`src/rtl/adder_arb.sv`:
```
// Two-requester 16-bit adder: round-robin arbiter feeding a registered add FSM.
// Latency: req sampled at edge N -> result and ack visible after edge N+1; one op per 3 cycles.
// Backpressure: a requester holds req until its ack pulse; req is ignored while busy.
//
// Ports:
//   clk, rst_n            clock (rising edge), asynchronous active-low reset
//   req0/req1             add requests, held high until the matching ack
//   a0,b0,cin0 / a1,b1,cin1  per-requester operands and carry-in
//   chain0/chain1         select the requester's saved carry flag as carry-in
//                         (only when ADDARB_CARRY_CHAIN_EN is defined)
//   ack0/ack1             one-cycle completion pulse, mutually exclusive
//   sum, cout, ovf        registered result of the last completed op
//   grant                 index of the requester being or last served
//   busy                  high while an op is in flight (EXEC and DONE)
//
// Build option: define ADDARB_CARRY_CHAIN_EN to add the chain inputs and the
// per-requester carry flags that let an op consume the previous carry-out.

module adder_arb (
    input  logic        clk,
    input  logic        rst_n,
    input  logic        req0,
    input  logic        req1,
    input  logic [15:0] a0,
    input  logic [15:0] b0,
    input  logic [15:0] a1,
    input  logic [15:0] b1,
    input  logic        cin0,
    input  logic        cin1,
`ifdef ADDARB_CARRY_CHAIN_EN
    input  logic        chain0,
    input  logic        chain1,
`endif
    output logic        ack0,
    output logic        ack1,
    output logic [15:0] sum,
    output logic        cout,
    output logic        ovf,
    output logic        grant,
    output logic        busy
);

    typedef enum logic [1:0] {
        S_IDLE = 2'd0,
        S_EXEC = 2'd1,
        S_DONE = 2'd2
    } state_t;

    state_t      r_state;
    state_t      w_state_nxt;

    // Operand latches: captured on the IDLE->EXEC edge so the requester's
    // bus may change freely once the op has been accepted.
    logic [15:0] r_a;
    logic [15:0] r_b;
    logic        r_c;

    logic        r_grant;
    // Last-served requester; a tie goes to the other one.
    logic        r_ptr;

    logic [15:0] r_sum;
    logic        r_cout;
    logic        r_ovf;

`ifdef ADDARB_CARRY_CHAIN_EN
    logic        r_cflag0;
    logic        r_cflag1;
`endif

    logic        w_any_req;
    logic        w_win;
    logic [15:0] w_a_sel;
    logic [15:0] w_b_sel;
    logic        w_cin0_eff;
    logic        w_cin1_eff;
    logic        w_c_sel;
    logic        w_latch;
    logic        w_commit;
    logic [16:0] w_add;
    logic        w_ovf;

    //------------------------------------------------------------------
    // Arbitration
    //------------------------------------------------------------------
    assign w_any_req = req0 | req1;

    always_comb begin
        w_win = 1'b0;
        if (req0 && req1) begin
            w_win = ~r_ptr;
        end else if (req1) begin
            w_win = 1'b1;
        end
    end

`ifdef ADDARB_CARRY_CHAIN_EN
    assign w_cin0_eff = chain0 ? r_cflag0 : cin0;
    assign w_cin1_eff = chain1 ? r_cflag1 : cin1;
`else
    assign w_cin0_eff = cin0;
    assign w_cin1_eff = cin1;
`endif

    assign w_a_sel = w_win ? a1 : a0;
    assign w_b_sel = w_win ? b1 : b0;
    assign w_c_sel = w_win ? w_cin1_eff : w_cin0_eff;

    //------------------------------------------------------------------
    // Datapath
    //------------------------------------------------------------------
    assign w_add = {1'b0, r_a} + {1'b0, r_b} + {16'd0, r_c};
    // Signed overflow: like-signed operands producing a result of the other sign.
    assign w_ovf = (r_a[15] == r_b[15]) && (w_add[15] != r_a[15]);

    //------------------------------------------------------------------
    // FSM
    //------------------------------------------------------------------
    always_ff @(posedge clk or negedge rst_n) begin
        if (!rst_n) begin
            r_state <= S_IDLE;
        end else begin
            r_state <= w_state_nxt;
        end
    end

    always_comb begin
        w_state_nxt = r_state;
        w_latch     = 1'b0;
        w_commit    = 1'b0;
        case (r_state)
            S_IDLE: begin
                if (w_any_req) begin
                    w_latch     = 1'b1;
                    w_state_nxt = S_EXEC;
                end
            end
            S_EXEC: begin
                w_commit    = 1'b1;
                w_state_nxt = S_DONE;
            end
            S_DONE: begin
                w_state_nxt = S_IDLE;
            end
            default: begin
                w_state_nxt = S_IDLE;
            end
        endcase
    end

    //------------------------------------------------------------------
    // Operand capture and arbitration state
    //------------------------------------------------------------------
    always_ff @(posedge clk or negedge rst_n) begin
        if (!rst_n) begin
            r_a     <= 16'd0;
            r_b     <= 16'd0;
            r_c     <= 1'b0;
            r_grant <= 1'b0;
            r_ptr   <= 1'b1;
        end else if (w_latch) begin
            r_a     <= w_a_sel;
            r_b     <= w_b_sel;
            r_c     <= w_c_sel;
            r_grant <= w_win;
            r_ptr   <= w_win;
        end
    end

    //------------------------------------------------------------------
    // Result registers: only move on EXEC->DONE, hold otherwise
    //------------------------------------------------------------------
    always_ff @(posedge clk or negedge rst_n) begin
        if (!rst_n) begin
            r_sum  <= 16'd0;
            r_cout <= 1'b0;
            r_ovf  <= 1'b0;
        end else if (w_commit) begin
            r_sum  <= w_add[15:0];
            r_cout <= w_add[16];
            r_ovf  <= w_ovf;
        end
    end

`ifdef ADDARB_CARRY_CHAIN_EN
    // Each requester keeps its own carry so chained ops from one requester
    // are not disturbed by interleaved ops from the other.
    always_ff @(posedge clk or negedge rst_n) begin
        if (!rst_n) begin
            r_cflag0 <= 1'b0;
            r_cflag1 <= 1'b0;
        end else if (w_commit) begin
            if (r_grant) begin
                r_cflag1 <= w_add[16];
            end else begin
                r_cflag0 <= w_add[16];
            end
        end
    end
`endif

    //------------------------------------------------------------------
    // Outputs
    //------------------------------------------------------------------
    always_comb begin
        ack0 = 1'b0;
        ack1 = 1'b0;
        busy = 1'b0;
        if (r_state == S_DONE) begin
            ack0 = ~r_grant;
            ack1 = r_grant;
        end
        if (r_state != S_IDLE) begin
            busy = 1'b1;
        end
    end

    assign sum   = r_sum;
    assign cout  = r_cout;
    assign ovf   = r_ovf;
    assign grant = r_grant;

endmodule

```
`config.mk`:
```
export PLATFORM = sky130hd
export DESIGN_NAME = adder_arb
export DESIGN_NICKNAME = d
export VERILOG_FILES = /design/src/rtl/adder_arb.sv
export SDC_FILE = /design/constraint.sdc
export NUM_CORES = 1
export LEC_CHECK = 0
export ABC_AREA = 1
export CORE_MARGIN = 3
export CORE_UTILIZATION = 50
export CTS_BUF_LIST = sky130_fd_sc_hd__clkbuf_4 sky130_fd_sc_hd__clkbuf_8
export CTS_CLUSTER_DIAMETER = 200
export CTS_CLUSTER_SIZE = 30
export DETAILED_ROUTE_END_ITERATION = 10
export HOLD_SLACK_MARGIN = 0.1
export PLACE_DENSITY = 0.82
export SYNTH_ARGS = -nofsm -noshare
export SYNTH_HDL_FRONTEND = slang
export SYNTH_SLANG_ARGS = --single-unit
```
`constraint.sdc`:
```
create_clock -name clk -period 2.2 [get_ports clk]
set_input_delay 0.55 -clock clk [delete_from_list [all_inputs] [get_ports clk]]
set_output_delay 0.55 -clock clk [all_outputs]
set_load 0.03 [all_outputs]
```
* Word level (Yosys, flattened, before mapping) *
Cells that the tools add are included.

word-level totals
  register bits after elaboration = 55
  input port bits = 70

operators by class
  add/subtract/negate cells = 2
  equal/unequal tests = 5
  multiplexer cells = 13
  bitwise logic cells = 3
  reduce and logical (&&, ||, !) cells = 4

operators by type and width
  cell                                                  number
  two-way mux 16 bit                                    2
  adder 16 x 16 -> 17 bit                               1
  adder 17 x 1 -> 17 bit                                1
  two-way mux 1 bit                                     9
  one-hot mux 2 bit (2 select lines)                    1
  equality test 2 x 1 -> 1 bit (second input constant)  1
  equality test 2 bit (second input constant)           1
  logical AND 1 bit                                     2
  logical NOT 2 bit                                     1
  two-way mux 2 bit                                     1
  != test 2 bit (second input constant)                 1
  NOT 1 bit                                             2
  nonzero test 2 bit                                    1
  equality test 1 bit                                   1
  != test 1 bit                                         1
  OR 1 bit                                              1

* Depth between registers and ports, before layout *
Gate-level depths: netlist (run 1).

  depth after elaboration = 4
  mapped depth = 10
  mapped depth without buffers = 10

* Worst setup path before layout (run 1) *
Ideal clock, no wire load.

  kind = register -> register
  start point = reg r_a[0]
  end point = reg r_sum[4], in the netlist sum[4]
  library setup time = 0.117 ns
  arrival = 1.853 ns
  required time = 2.083 ns
  slack = 0.229 ns
  cell stages (with the launch flop) = 8
  buffers on the path = 0
  period minus slack after synthesis = 1.971 ns
  path through = dfrtp_1 -> fa_1 -> fa_1 -> nand3_1 -> nand3_1 -> or2_2 -> nand3_1 -> nand2_1

between the ends
  cells in the longest elaborated chain, start to end = 2

RTL lines
  item                     RTL line  text
  from (decl)              54        logic [15:0] r_a;
  from (signal assigned)   162       r_a <= w_a_sel;
  adder 16 x 16 -> 17 bit  112       assign w_add = {1'b0, r_a} + {1'b0, r_b} + {16'd0, r_c};
  adder 17 x 1 -> 17 bit   112
  to (signal assigned)     179       r_sum <= w_add[15:0];
  to (decl)                62        logic [15:0] r_sum;

Every way passes these cells.
A chain may end at the register's enable or synchronous reset.

* Final worst setup path (run 1) *
  start point = reg r_state[0]
  end point = out busy

between the ends
  cells in the longest elaborated chain, start to end = 2

RTL lines
  item                    RTL line  text
  from (decl)             49        state_t r_state;
  from (signal assigned)  123       r_state <= w_state_nxt;
  nonzero test 2 bit      213       if (r_state != S_IDLE) begin
  two-way mux 1 bit       213
  to (decl)               40        output logic busy

Every way passes these cells.

==> results of run 1 <==
critical path, cell delays in order, from the launching register on:
cell,delay (ns)
dfrtp_1,0.41
inv_2,0.08
nand2_4,0.09
clkdlybuf4s50_1,0.67
kinds of logic after synthesis:
group / Yosys count
AOI/OAI and AO/OA: 53
DFF: 55
xor gates and xnor gates: 2
adders and majority gates: 17
and+or+nand+nor: 276
buffers and inverters: 60
cells in the final DEF, fill, tap and decap left out, types with 2 or more instances in the layout:
master / synthesis / layout
nand2_1: 176 / 176
clkdlybuf4s50_1: 0 / 88
dfrtp_1: 54 / 54
nor2_1: 48 / 48
inv_1: 40 / 40
a31oi_1: 32 / 32
nand3_1: 23 / 23
ha_1: 15 / 15
a21oi_1: 9 / 9
nand2_2: 8 / 8
o21ai_0: 5 / 5
clkbuf_8: 0 / 5
inv_2: 4 / 4
nand3_2: 4 / 4
o21ai_1: 4 / 4
buf_4: 3 / 4
nor2_2: 3 / 3
nand4_1: 3 / 3
buf_12: 0 / 3
nor3_1: 2 / 2
nor2_4: 2 / 2
and2_1: 2 / 2
xnor2_1: 2 / 2
or2_2: 2 / 2
dlygate4sd2_1: 0 / 2
synthesized netlist by cell type:
master / instances / area (um2)
nor3_1: 2 / 10.0
inv_1: 40 / 150
inv_2: 4 / 15.0
nand2_4: 1 / 11.3
a21oi_4: 1 / 16.3
nor3_2: 1 / 10.0
dfstp_2: 1 / 26.3
nor2_2: 3 / 18.8
buf_2: 9 / 45.0
nand3b_1: 1 / 7.51
o21ai_0: 5 / 25.0
buf_6: 3 / 33.8
a31oi_1: 32 / 200
dfrtp_1: 54 / 1350
nand3_2: 4 / 40.0
nand3_1: 23 / 115
or2_2: 2 / 12.5
buf_4: 3 / 22.5
fa_1: 2 / 40.0
nand2_1: 176 / 661
and2_1: 2 / 12.5
nor2_4: 2 / 22.5
a21oi_1: 9 / 45.0
o22ai_1: 1 / 6.26
ha_1: 15 / 188
nand4_1: 3 / 18.8
xnor2_1: 2 / 17.5
o21ai_1: 4 / 20.0
nor2_1: 48 / 180
clkbuf_1: 1 / 3.75
a21oi_2: 1 / 8.76
nand2_2: 8 / 50.1
power by group through the flow:
stage	clock network (mW)	logic, mW	registers, mW
after floorplan	0	3.32	2.15
after global routing	0.629	5.58	1.94
final	0.583	4.88	1.88
after global placement	0	4.74	1.88
after detailed placement	0	4.87	1.89
after CTS	0.591	4.90	1.88
per-layer routing:
layer / up-vias / share of wire, %
li1: 1662 / -
met5: - / 0
met3: 6 / 7.3
met2: 106 / 45
met4: 0 / 0.96
met1: 1401 / 47
area by class of cell:
cell class	instances	area, um2	share of cell area (%)
Clock buffer	6	76.3	1.71
Clock inverter	2	16.3	0.364
Inverter	44	165	3.70
Multi-Input combinational cell	348	1740	39.0
Sequential cell	55	1380	30.9
Tap cell	77	96.3	2.16
Timing Repair Buffer	98	993	22.3
registers in the layout, indices dropped and copies added (netlist names):
signal   count
grant        1
r_c          1
sum         16
r_ptr        1
r_state      2
cout         1
r_a         16
ovf          1
r_b         16
what timing repair did:
item,CTS,global route
cloned,0,0
buffers inserted,0,0
resized for setup,2,1
setup endpoints to repair,2,2
hold endpoints to repair,0,0
path summary, 6_finish.rpt:
kind	end	slack, ns	depth (start not counted)
worst max-delay path	busy	0.08	3
worst min-delay path	sum[1]	0.17	1
worst max register to register	sum[4]	0.17	7
worst min register to register	r_ptr	0.48	2
max in group asynchronous	r_ptr	1.43	2
min in group clk	r_ptr	0.48	2
==> metrics.yaml, run 1 <==
combPwrFrac_pct: 66.5
critPathRequiredTime_ns: 1.65
rows: 29
fin_total_pwr_mw: 7.34
leakagePower_nw: 2.16
insertion_delay_ns: 0.32
drtPass1Iterations: 4
postRouteWirelength_um: 7940
drv_slew: 0
switching_share_pct: 49.8
maxCapViolations: 0
wl_per_cell_um: 12.6
fmax_mhz: 473
outcome: "finished clean"
globalRouteOverflowTotal: 0
synth_cell_types: 32
grt_pass1_wl_um: 14100
drive_gt1_share_pct: 8.14
fin_util_pct: 69.1
post-route-period-util_pct: 96.1
viasPerCell: 5.04
synth_area_um2: 3380
final_antenna_net_count: 0
root_buffer: "clkbuf_8"
pwr-share-clk_pct: 7.9
io_pins: 92
routabilityCongestion: 0.881
busiest_layer: "met2"
initial_core_util_pct: 52.4
pwr-share-seq_pct: 25.5
synth_warnings: 0
grt_use_total_pct: 22.9
r2r_start: "r_a[0]"
path_clk_slew_ns: 0.10
setup_tns_ns: 0
cts_tree: "done"
met1_usage_pct: 33.1
worst_slack_ns: 0.0848
hold_slack_ns: 0.170
crit_type: "reg2out"
powerDensity_nw_per_um2: 1640
pre_cts_ws_ns: 0.114
via_count: 3175
drt_iter0_markers: 155
fin_nets: 639
globalRouteMet2Util_pct: 35.4
die_h_um: 88.3
fillers: 520
worst_pin_slew_ns: 0.472
synth_top_family_by_area: "simple AND/OR/NAND/NOR gates"
cts_inserted_buffers: 5
synth_fa_ha_area_share_pct: 6.73
area_growth_pct: 31.9
period_needed_ns: 2.12
yosysSeqAreaShare_pct: 40.7
io_buffers: 91
power_switching_mw: 3.65
dp_hpwl_um: 6460
rsz0062_at_grt: "no"
crit_path_start: "r_state[0]"
met3_usage_pct: 5.31
holdBufCountCts: 0
critPathCaptureType: "primary output"
setup_violations: 0
dp.cells: 622
synth_nets: 550
grt_max_degree: 52
core-area_um2: 6460
slew_headroom_pct: 68.6
cp-start-kind: "flip-flop"
synthMuxAreaShare_pct: 0
design_area_um2: 4460
synth_xor_area_share_pct: 0.518
grt_antenna_before_repair: 0
max-vdd-ir-drop_v: 0.00112
grt_pass1_vias: 3117
p_int_mw: 3.69
yosys.area_share.simple_pct: 34.6
ys_seq_elements: 55
cts_sinks: 55
finalHoldViolCount: 0
final_cells: 630
htreeDepth: 2
die_area_um2: 7790
synth_compound_area_share_pct: 9.50
cp_data_arrival_time_ns: 1.57
antennaDiodeCount: 0
cp_max_fo: 3
finClkSkew_ns: 0.00856
hp-class: "in2async"
syn_inst: 463
dpl-instance-area_um2: 4370
drc: 0
syn_area_per_cell_um2: 7.31
cts_buffer_depth: 2
die_width_um: 88.3
Power figures use the tool's default switching activity.
==> inputs of run 2 (changes only) <==
- GPL_TIMING_DRIVEN: not set -> 0
- PLACE_DENSITY: 0.82 -> not set
- PLACE_DENSITY_LB_ADDON: not set -> 0.08
==> metrics.yaml, run 2 (synthesis results as in run 1) <==
outcome: "finished clean"
drv_slew: 0  # unchanged
fillers: 585  # +13%
fin_nets: 649  # +1.6%
period_needed_ns: 2.13  # +0.0125 ns
viasPerCell: 5.15  # +2.2%
globalRouteOverflowTotal: 0  # unchanged
layout_commonest_cell: "nand2_1"
cts_tree: "done"
initial_core_util_pct: 52.4  # unchanged
dp_hpwl_um: 7160  # +11%
io_buffers: 91  # unchanged
via_count: 3295  # +3.8%
cts_buffer_depth: 2  # unchanged
crit_end: "busy"
postRouteWirelength_um: 8540  # +7.6%
insertion_delay_ns: 0.31  # about the same
die_h_um: 88.3  # unchanged
cp_max_fo: 3  # unchanged
grt_antenna_before_repair: 0  # unchanged
leakagePower_nw: 2.19  # +1.5%
wl_met1_um: 3800  # +2.8%
cp-start-kind: "flip-flop"
drive_gt1_share_pct: 9.59  # +1.5 points
reg2reg_to: "sum[4]"
root_buffer: "clkbuf_8"
grt_max_degree: 40  # -23%
core-area_um2: 6460  # unchanged
highest_layer: "met4"
wl_per_cell_um: 13.3  # +5.9%
finalHoldViolCount: 0  # unchanged
htreeDepth: 2  # unchanged
rsz0062_at_grt: "no"
routabilityCongestion: 0.831  # -5.7%
slew_headroom_pct: 74.0  # +5.5 points
r2r_start: "r_a[0]"
io_pins: 92  # unchanged
critPathCaptureType: "primary output"
hold_slack_ns: 0.156  # -0.0139 ns
postCtsSetupRepairBufs: 0  # unchanged
die_area_um2: 7790  # unchanged
powerDensity_nw_per_um2: 1650  # +0.39%
rr_worst_depth: 7  # unchanged
maxCapViolations: 0  # unchanged
crit_path_start: "r_state[1]"
finClkSkew_ns: 0.00952  # +0.000961 ns
crit_type: "reg2out"
max-vdd-ir-drop_v: 0.000666  # -40%
holdBufCountCts: 0  # unchanged
antennaDiodeCount: 0  # unchanged
pre_cts_ws_ns: 0.0552  # -0.0585 ns
post-route-period-util_pct: 96.7  # +0.57 points
cts_sinks: 55  # unchanged
wl_met2_um: 4150  # +16%
critPathRequiredTime_ns: 1.65  # about the same
worst_slack_ns: 0.0723  # -0.0125 ns
cts_inserted_buffers: 5  # unchanged
grt_pass1_vias: 3218  # +3.2%
drc: 0  # unchanged
grt_pass1_wl_um: 14400  # +2.1%
setup_violations: 0  # unchanged
fmax_mhz: 470  # -0.59%
final_cells: 640  # +1.6%
hp-class: "in2async"
mostFrequentLayoutCells: "nand2_1 (176), clkdlybuf4s50_1 (88), dfrtp_1 (54)"
worst_pin_slew_ns: 0.390  # -0.0821 ns
die_width_um: 88.3  # unchanged
cp_data_arrival_time_ns: 1.58  # about the same
setup_tns_ns: 0  # unchanged
path_clk_slew_ns: 0.10  # about the same
rows: 29  # unchanged
final_antenna_net_count: 0  # unchanged
dp.cells: 632  # +1.6%
drt_iter0_markers: 137  # -12%
reg2reg_slack_ns: 0.12  # -0.05 ns
area_growth_pct: 32.8
grt_use_total_pct: 23.5  # +0.59 points
wl_met3_um: 402  # -31%
drtPass1Iterations: 4  # unchanged
## run 2: final cells by class
| type | count | area, um2 | share of cell area [%] |
|---|---|---|---|
| Clock inverter | 2 | 12.5 | 0.278 |
| Clock buffer | 6 | 76.3 | 1.70 |
| Tap cell | 77 | 96.3 | 2.14 |
| Multi-Input combinational cell | 348 | 1740 | 38.7 |
| Inverter | 44 | 165 | 3.67 |
| Timing Repair Buffer | 92 | 923 | 20.5 |
| Sequential cell | 55 | 1380 | 30.6 |
| Buffer | 16 | 105 | 2.34 |
## run 2: worst max-delay path, cell delays in order (launching register included)
cell and delay (ns):
dfrtp_1 0.43, inv_2 0.08, nand2_4 0.08, clkdlybuf4s50_1 0.68
## run 2: timing repair
item	in CTS	in global routing
endpoints found under the setup margin	2	2
pin swaps	0	0
gates cloned	0	0
resized for setup	2	1
## run 2: stage by stage
| stage | area, um2 | utilization (%) | total power, mW |
|---|---|---|---|
| 2_1_floorplan | 3380 | - | 5.47 |
| 3_5_place_dp | 4410 | 68.2 | 6.85 |
| 3_3_place_gp | 4390 | 68.0 | 6.72 |
| 5_1_grt | 4500 | 69.6 | 8.19 |
| 6_report | 4500 | 69.6 | 7.42 |
| 4_1_cts | 4490 | 69.6 | 7.42 |
## run 2: worst min path at each step
stage	from	endpoint	slack, ns	cells after the start
after floorplan	rst_n	cout	0.25	0
after global placement	sum[0]	sum[0]	0.45	2
after detailed placement	sum[0]	sum[0]	0.46	2
after CTS	rst_n	sum[9]	0.16	1
after global routing	rst_n	ovf	0.18	1
final	rst_n	sum[2]	0.16	1
## run 2: metal layers
layer | global-route usage [%] | vias up
li1 | - | 1680
met1 | 30.1 | 1509
met3 | 3.82 | 13
met4 | 6.59 | 0
met2 | 41.0 | 93
met5 | 0 | -
## run 2: where the power goes
group          total, mW  internal, mW  leakage [nW]  switching (mW)
Sequential          1.89          1.54         0.636           0.352
Clock              0.561         0.236        0.0446           0.325
Combinational       4.97          1.94          1.51            3.03
Total               7.42          3.72          2.19            3.71
